### config.mk
export PLATFORM = sky130hd
export DESIGN_NAME = crypto_xif_result_queue
export DESIGN_NICKNAME = d
export VERILOG_FILES = /design/src/rtl/crypto_instr_pkg.sv /design/src/rtl/crypto_xif_result_queue.sv
export SDC_FILE = /design/constraint.sdc
export NUM_CORES = 1
export LEC_CHECK = 0
export BUFFER_PORTS_ARGS = -buffer_cell sky130_fd_sc_hd__buf_4
export CORE_AREA = 2 2 143 201
export DETAILED_ROUTE_END_ITERATION = 8
export DIE_AREA = 0 0 145 203
export PLACE_DENSITY = 0.78
export SYNTH_ARGS = -nofsm -noshare
export SYNTH_HDL_FRONTEND = slang
export SYNTH_SLANG_ARGS = --single-unit
### constraint.sdc
create_clock -name clk_i -period 5.53 [get_ports clk_i]
set_input_delay 0.2765 -clock clk_i [delete_from_list [all_inputs] [get_ports clk_i]]
set_output_delay 0.2765 -clock clk_i [all_outputs]
set_load 0.03 [all_outputs]
### src/rtl/crypto_instr_pkg.sv
// Shared types for the crypto coprocessor: result-queue entry layout and defaults.
// Entry widths follow the package-wide XLEN/ID constants used across the coprocessor.
// No logic; imported by crypto_xif_result_queue.
package crypto_instr_pkg;

    localparam int CRYPTO_XLEN         = 64;
    localparam int CRYPTO_ID_WIDTH     = 4;
    localparam int CRYPTO_HARTID_WIDTH = 1;
    localparam int RESQ_DEFAULT_DEPTH  = 4;

    typedef enum logic [1:0] {
        RESQ_FREE   = 2'd0,
        RESQ_ISSUED = 2'd1,
        RESQ_DONE   = 2'd2
    } resq_state_e;

    typedef struct packed {
        resq_state_e                    state;
        logic                           committed;
        logic                           killed;
        logic [CRYPTO_ID_WIDTH-1:0]     id;
        logic [CRYPTO_HARTID_WIDTH-1:0] hartid;
        logic [4:0]                     rd;
        logic                           we;
        logic [CRYPTO_XLEN-1:0]         data;
    } resq_entry_t;

endpackage

### src/rtl/crypto_xif_result_queue.sv
// In-order CV-X-IF result queue: out-of-order FU write-back, commit/kill, in-order drain.
// Latency: result one cycle after later of wb/commit; 0 with CRYPTO_RESQ_BYPASS_EN (committed head + wb).
// Backpressure: result_* held stable until result_ready_i; alloc_ready_o low when full (registered count).
module crypto_xif_result_queue
    import crypto_instr_pkg::*;
#(
    parameter int Depth       = RESQ_DEFAULT_DEPTH,
    parameter int XLEN        = CRYPTO_XLEN,
    parameter int IdWidth     = CRYPTO_ID_WIDTH,
    parameter int HartIdWidth = CRYPTO_HARTID_WIDTH
) (
    input  logic                         clk_i,
    input  logic                         rst_i,
    input  logic                         alloc_valid_i,
    output logic                         alloc_ready_o,
    input  logic [IdWidth-1:0]           alloc_id_i,
    input  logic [HartIdWidth-1:0]       alloc_hartid_i,
    input  logic [4:0]                   alloc_rd_i,
    input  logic                         wb_valid_i,
    input  logic [IdWidth-1:0]           wb_id_i,
    input  logic [XLEN-1:0]              wb_data_i,
    input  logic                         wb_we_i,
    input  logic                         commit_valid_i,
    input  logic [IdWidth-1:0]           commit_id_i,
    input  logic                         commit_kill_i,
    output logic                         result_valid_o,
    input  logic                         result_ready_i,
    output logic [IdWidth-1:0]           result_id_o,
    output logic [HartIdWidth-1:0]       result_hartid_o,
    output logic [4:0]                   result_rd_o,
    output logic [XLEN-1:0]              result_data_o,
    output logic                         result_we_o,
    output logic [$clog2(Depth+1)-1:0]   occupancy_o,
    output logic                         id_err_o
);

    localparam int CntWidth = $clog2(Depth+1);
    localparam int PtrW     = $clog2(Depth);

    resq_entry_t           entries [Depth];
    logic [PtrW-1:0]       head, tail;
    logic [CntWidth-1:0]   count;
    logic                  id_err;

    logic [PtrW-1:0]       scan_idx [Depth];
    logic                  wb_found, cm_found, al_dup;
    logic [PtrW-1:0]       wb_idx, cm_idx;
    logic                  wb_hit, cm_hit, alloc_fire, pop;
    logic                  reg_valid, byp_valid;
    resq_entry_t           head_e;

    // Scan from head so the first hit is the oldest live entry with that ID.
    always_comb begin
        wb_found = 1'b0;
        wb_idx   = '0;
        cm_found = 1'b0;
        cm_idx   = '0;
        al_dup   = 1'b0;
        for (int k = 0; k < Depth; k++) begin
            scan_idx[k] = head + PtrW'(k);
            if (CntWidth'(k) < count) begin
                if (!wb_found && entries[scan_idx[k]].id == wb_id_i) begin
                    wb_found = 1'b1;
                    wb_idx   = scan_idx[k];
                end
                if (!cm_found && entries[scan_idx[k]].id == commit_id_i) begin
                    cm_found = 1'b1;
                    cm_idx   = scan_idx[k];
                end
                if (entries[scan_idx[k]].id == alloc_id_i) begin
                    al_dup = 1'b1;
                end
            end
        end
    end

    assign head_e        = entries[head];
    assign alloc_ready_o = (count != CntWidth'(Depth));
    assign alloc_fire    = alloc_valid_i && alloc_ready_o;
    assign wb_hit        = wb_valid_i && wb_found && (entries[wb_idx].state == RESQ_ISSUED);
    assign cm_hit        = commit_valid_i && cm_found;
    assign reg_valid     = (head_e.state == RESQ_DONE) && head_e.committed && !head_e.killed;

`ifdef CRYPTO_RESQ_BYPASS_EN
    assign byp_valid = (head_e.state == RESQ_ISSUED) && head_e.committed && !head_e.killed
                       && wb_hit && (wb_idx == head);
`else
    assign byp_valid = 1'b0;
`endif

    assign result_valid_o = reg_valid || byp_valid;
    // Killed entries leave only once DONE, so a late write-back cannot hit a reused ID.
    assign pop = ((head_e.state == RESQ_DONE) && head_e.killed)
                 || (result_valid_o && result_ready_i);

    always_comb begin
        result_id_o     = '0;
        result_hartid_o = '0;
        result_rd_o     = '0;
        result_data_o   = '0;
        result_we_o     = 1'b0;
        if (result_valid_o) begin
            result_id_o     = head_e.id;
            result_hartid_o = head_e.hartid;
            result_rd_o     = head_e.rd;
            result_data_o   = byp_valid ? wb_data_i : head_e.data;
            result_we_o     = byp_valid ? wb_we_i   : head_e.we;
        end
    end

    assign occupancy_o = count;
    assign id_err_o    = id_err;

    always_ff @(posedge clk_i) begin
        if (rst_i) begin
            head   <= '0;
            tail   <= '0;
            count  <= '0;
            id_err <= 1'b0;
            for (int i = 0; i < Depth; i++) begin
                entries[i] <= '0;
            end
        end else begin
            if (wb_hit) begin
                entries[wb_idx].state <= RESQ_DONE;
                entries[wb_idx].data  <= wb_data_i;
                entries[wb_idx].we    <= wb_we_i;
            end
            if (cm_hit) begin
                if (commit_kill_i) entries[cm_idx].killed    <= 1'b1;
                else               entries[cm_idx].committed <= 1'b1;
            end
            if (pop) begin
                entries[head].state <= RESQ_FREE;
                head                <= head + 1'b1;
            end
            if (alloc_fire) begin
                entries[tail] <= '{state: RESQ_ISSUED, committed: 1'b0, killed: 1'b0,
                                   id: alloc_id_i, hartid: alloc_hartid_i, rd: alloc_rd_i,
                                   we: 1'b0, data: '0};
                tail          <= tail + 1'b1;
            end
            count <= count + CntWidth'(alloc_fire) - CntWidth'(pop);
            if ((wb_valid_i && !wb_hit) || (commit_valid_i && !cm_found) || (alloc_fire && al_dup)) begin
                id_err <= 1'b1;
            end
        end
    end

endmodule

# Word level (Yosys, flattened, before mapping)
# Memories as Yosys holds them, arrays and structs flattened. A register that Yosys moved wholly into a read port is not among the register bits.
# Index checks and enable logic that the tools add are counted.
# word_totals
ramBits	316
memories	1
in_bits	90
ff_bits	8
# memory_table
memory	words	word_bits	read_ports	rd_clocked_by_memory_dff	write_ports	line_no	source
entries	4	79	5	1	4	crypto_xif_result_queue.sv:40	resq_entry_t entries [Depth];
# classes
mux	78
reduce_logical	33
n_eq_ne	15
addsub	6
n_lt_le_gt_ge	4
# ops
operator	count
79-bit 2-to-1 mux	4
79-bit OR reduction	4
64-bit 2-to-1 mux	1
4-bit == test	12
2-bit 2-to-1 mux	24
1-bit 2-to-1 mux	46
1-bit logical AND	17
1-bit zero test	9
1-bit by 3-bit < comparator with 1-bit output (first input constant)	2
2-bit by 3-bit < comparator with 1-bit output (first input constant)	2
5-bit 2-to-1 mux	1
2-bit by 1-bit adder with 2-bit output (second input constant)	2
2-bit adder (second input constant)	2
4-bit 2-to-1 mux	1
3-bit by 1-bit adder with 3-bit output	1
1-bit logical OR	3
3-bit 2-to-1 mux	1
3-bit inequality test (second input constant)	1
3-bit by 1-bit subtractor with 3-bit output	1
2-bit by 1-bit == test with 1-bit output (second input constant)	1
2-bit == test (second input constant)	1

# Logic depth before layout (Yosys ltp)
# An unclocked memory read counts as a cell.
# logic_depth
depth_word	23
ltp_mapped	19
ltp_nobuf	11

# Worst setup path after synthesis
# No wires, ideal clock.
# synth_timing
kind	flip-flop to flip-flop
from	register head[0]
to	memory entries[1][37] (netlist bit)
setup_slack_ns	1.163
arrival_ns	4.235
path_buffers	6
setup_time_ns	0.132
t_required_ns	5.398
path_stages_with_launch	18
cell_sequence	dfxtp_1 -> buf_6 -> buf_4 -> buf_1 -> inv_1 -> ha_1 -> buf_2 -> mux4_2 -> xnor2_1 -> o31a_1 -> and2_1 -> a21o_1 -> o32a_1 -> or4b_1 -> buf_4 -> buf_6 -> nand3_1 -> a21oi_1
# synth_lines
element	line_no	source
start, declared	crypto_xif_result_queue.sv:41	logic [PtrW-1:0] head, tail;
start signal, assigned	crypto_xif_result_queue.sv:135	head <= head + 1'b1;
end, declared	crypto_xif_result_queue.sv:40	

==> results.yml <==
cts:
  clk_latency_ns: 0.56
  ctsResizeCount: 0
  cts_max_level: 1
  clk_root_buffer_cell: "clkbuf_16"
  clkTransAtPathRegs_ns: 0.07
  cts_tree: "done"
  cts.sinks: 326
  max-clock-path-buffers: 3
  cts_buffers: 31
worst_setup_path:
  r2r-end: "entries[2][34]"
  critPathKind: "reg2reg"
  cp.required_ns: 5.97
  path_buf_inv: 2
  cp_slowest_cell: "and2_2"
  end_kind: "flip-flop"
  rrSetupSlack_ns: 0.49
  path_cells: "inv_1, ha_1, mux4_2, xor2_1, a21oi_2, and2_1, o211ai_1, nand3_1, nor3_2, and2_2, buf_4, o21ai_0"
  worst-r2r-cell-count: 12
  cp.arrival_ns: 5.48
  slowest_delay_ns: 0.91
  crit_family: "simple AND/OR/NAND/NOR gates"
  cp-start-kind: "flip-flop"
  critical_path.max_fanout: 47
  rr_startpoint: "head[1]"
routing:
  wl_mm: 46.3
  viasPerCell: 6.31
  detail-route-antenna-nets: 0
  drtIter0Drc: 1016
  wire_per_inst_um: 20.9
  dr.pass1.iters: 5
  drc_errors: 0
  vias: 13936
cells_and_area:
  final_cells: 2209
  fin_nets: 1915
  multi_input_area_um2: 8350
  seqCellArea_um2: 6930
  drive_gt1_share_pct: 19.8
  area_growth_pct: 18.4
  fill_cells: 2088
die:
  die_area_um2: 29400
  dieHeight_um: 203
  start_util_pct: 58.4
  coreArea_um2: 27500
  ioPinCount: 171
  placementRows: 72
  die_w_um: 145
global_route:
  gr-usage-all-layers_pct: 30.8
  grt_pass1_vias: 14235
  gr-total-overflow: 0
  grt_max_degree: 106
  antenna_found_initial: 3
  grt_pass1_wl_mm: 73.8
timing:
  fmax_mhz: 198
  relSlewSlack_pct: 24.1
  period_minus_slack_ns: 5.04
  finClkSkew_ns: 0.0195
  rsz0062_at_grt: "no"
  worst_pin_slew_ns: 1.14
  setup_violations: 0
  min_period_over_period_pct: 91.2
  maxSlewViolCount: 0
  hold_viol: 0
  finalSetupTns_ns: 0
logic_synthesis:
  synth-edff-count: 40
  syn_area_um2: 16100
  synthFlopType: "dfxtp_1"
  ys_ff_latch: 326
  ys_seq_area_share_pct: 43.1
  ys_types: 63
  yosys_warnings: 0
  avgSynthCellArea_um2: 9.52
  synth_nets: 1790
  syn_inst: 1687
  async_reset_ff_share_pct: 0
placed_design:
  placed_cells: 2084
  place_congestion: 0.991
  io_buffers: 170
  hpwl_mm: 27.1
power_and_ir_drop:
  p_leak_uw: 0.00673
  p_per_area_nw_per_um2: 276
  peakVddDrop_mv: 0.243
run_status:
  status: "finished clean"
run:
  max_cap_violations: 0
worst_hold_path:
  holdPathStages: 3
  min_to: "tail[1]"
  hold_start: "alloc_valid_i"
  hp-class: "in2reg"
## area by class of cell
cell class	instances	area share, %
diodes	3	0.0395
repair buffers	261	11.3
flip-flops and latches	326	36.5
inverters	16	0.329
clock buffers	43	4.69
clock inverters	14	0.809
well taps	370	2.44
multi-input cells	1176	43.9
## placed cells by master (no fill, tap or decap), types with 4 or more instances in the layout
cell	Yosys	routed
dfxtp_1	286	284
nand3_1	208	208
buf_4	8	194
nand2_1	149	147
nor2_1	100	99
mux4_2	89	89
a21oi_1	81	80
mux2i_1	79	79
nor2b_1	78	78
o21ai_1	77	77
nand4_1	68	68
dlygate4sd3_1	0	65
o21ai_0	60	60
and3_1	40	40
edfxtp_1	40	40
xnor2_1	36	36
clkbuf_16	0	31
inv_1	16	16
xor2_1	13	13
ha_1	12	12
nor3_1	11	9
and2_1	9	7
clkinv_2	0	7
clkbuf_8	0	7
nand2b_1	6	6
nand3b_1	6	6
clkbuf_1	111	4
## cell families (layout without fill, tap and decap cells)
logic type	Yosys count	after routing	synth area share [%]
simple gates	693	693	21.8
compound gates	252	252	8.66
xor+xnor	49	49	2.67
flops	326	326	43.1
mux	169	169	17.5
fa+ha+maj	13	13	1.06
other cells	0	3	0
buf+inv	185	334	5.24
## how the worst max path moves through the flow
stage | from | to | slack [ns] | cells past startpoint
final | head[1] | entries[2][34] | 0.49 | 12
after global routing | head[1] | entries[2][38] | 0.20 | 12
after CTS | head[1] | entries[2][34] | 0.59 | 12
after detailed placement | head[1] | entries[2][35] | 0.60 | 12
after global placement | head[1] | entries[2][31] | 0.73 | 12
after floorplan | head[0] | entries[1][37] | 1.16 | 17
## registers in the layout (all words and copies together), names as in the netlist, named ones only
name / cells
id_err_o: 1
tail: 2
occupancy_o: 3
entries: 316
head: 2
## stage by stage
step	utilization, %	cell area, um^2	setup slack (ns)	hold WS, ns	total power, uW
finish	69.2	19000	0.489	0.0194	5250
global route	69.2	19000	0.200	0.0198	5400
CTS	69.2	19000	0.593	0.00237	5260
detailed placement	63.0	17300	0.604	0.440	3080
global placement	63.0	17300	0.729	0.432	3070
floorplan	-	16100	1.16	0.407	2850
## layer usage
metal / track usage [%] / part of all wire, % / vias to the layer above
li1: - / - / 6300
met1: 36.0 / 37 / 6793
met2: 54.6 / 51 / 686
met3: 3.96 / 7.4 / 157
met4: 17.2 / 4.6 / 0
met5: 0 / 0 / -
## cells in the mapped netlist (all sizes together) (6+ instances only)
master  instances  area share [%]
dfxtp         286              36
nand3         208             6.5
nand2         149             3.5
o21ai         137             4.3
clkbuf        111             2.6
nor2          100             2.3
mux4           89              12
a21oi          82             2.6
mux2i          79             4.9
nor2b          78             3.0
nand4          68             2.6
buf            58             2.3
and3           40             1.6
edfxtp         40             7.5
xnor2          36             2.0
inv            16            0.37
xor2           13            0.71
ha             12            0.94
nor3           11            0.34
and2            9            0.35
nand2b          6            0.23
nand3b          6            0.28
## report_power, final
group	total [uW]	leakage (uW)	internal (uW)	switching [uW]
Clock	2180	0.000526	1260	914
Combinational	593	0.00348	217	376
Sequential	2480	0.00272	2440	39.1
## timing repair
action | 4_1_cts | 5_1_grt
hold endpoints to repair | 239 | 0
buffers inserted | 0 | 0
hold buffers | 65 | 0
## worst min-delay path, cell delays in order
cell     delay, ns
buf_4         0.11
nand3_1       0.07
a21oi_1       0.06
Note: power is estimated with default switching activity, not from simulation.
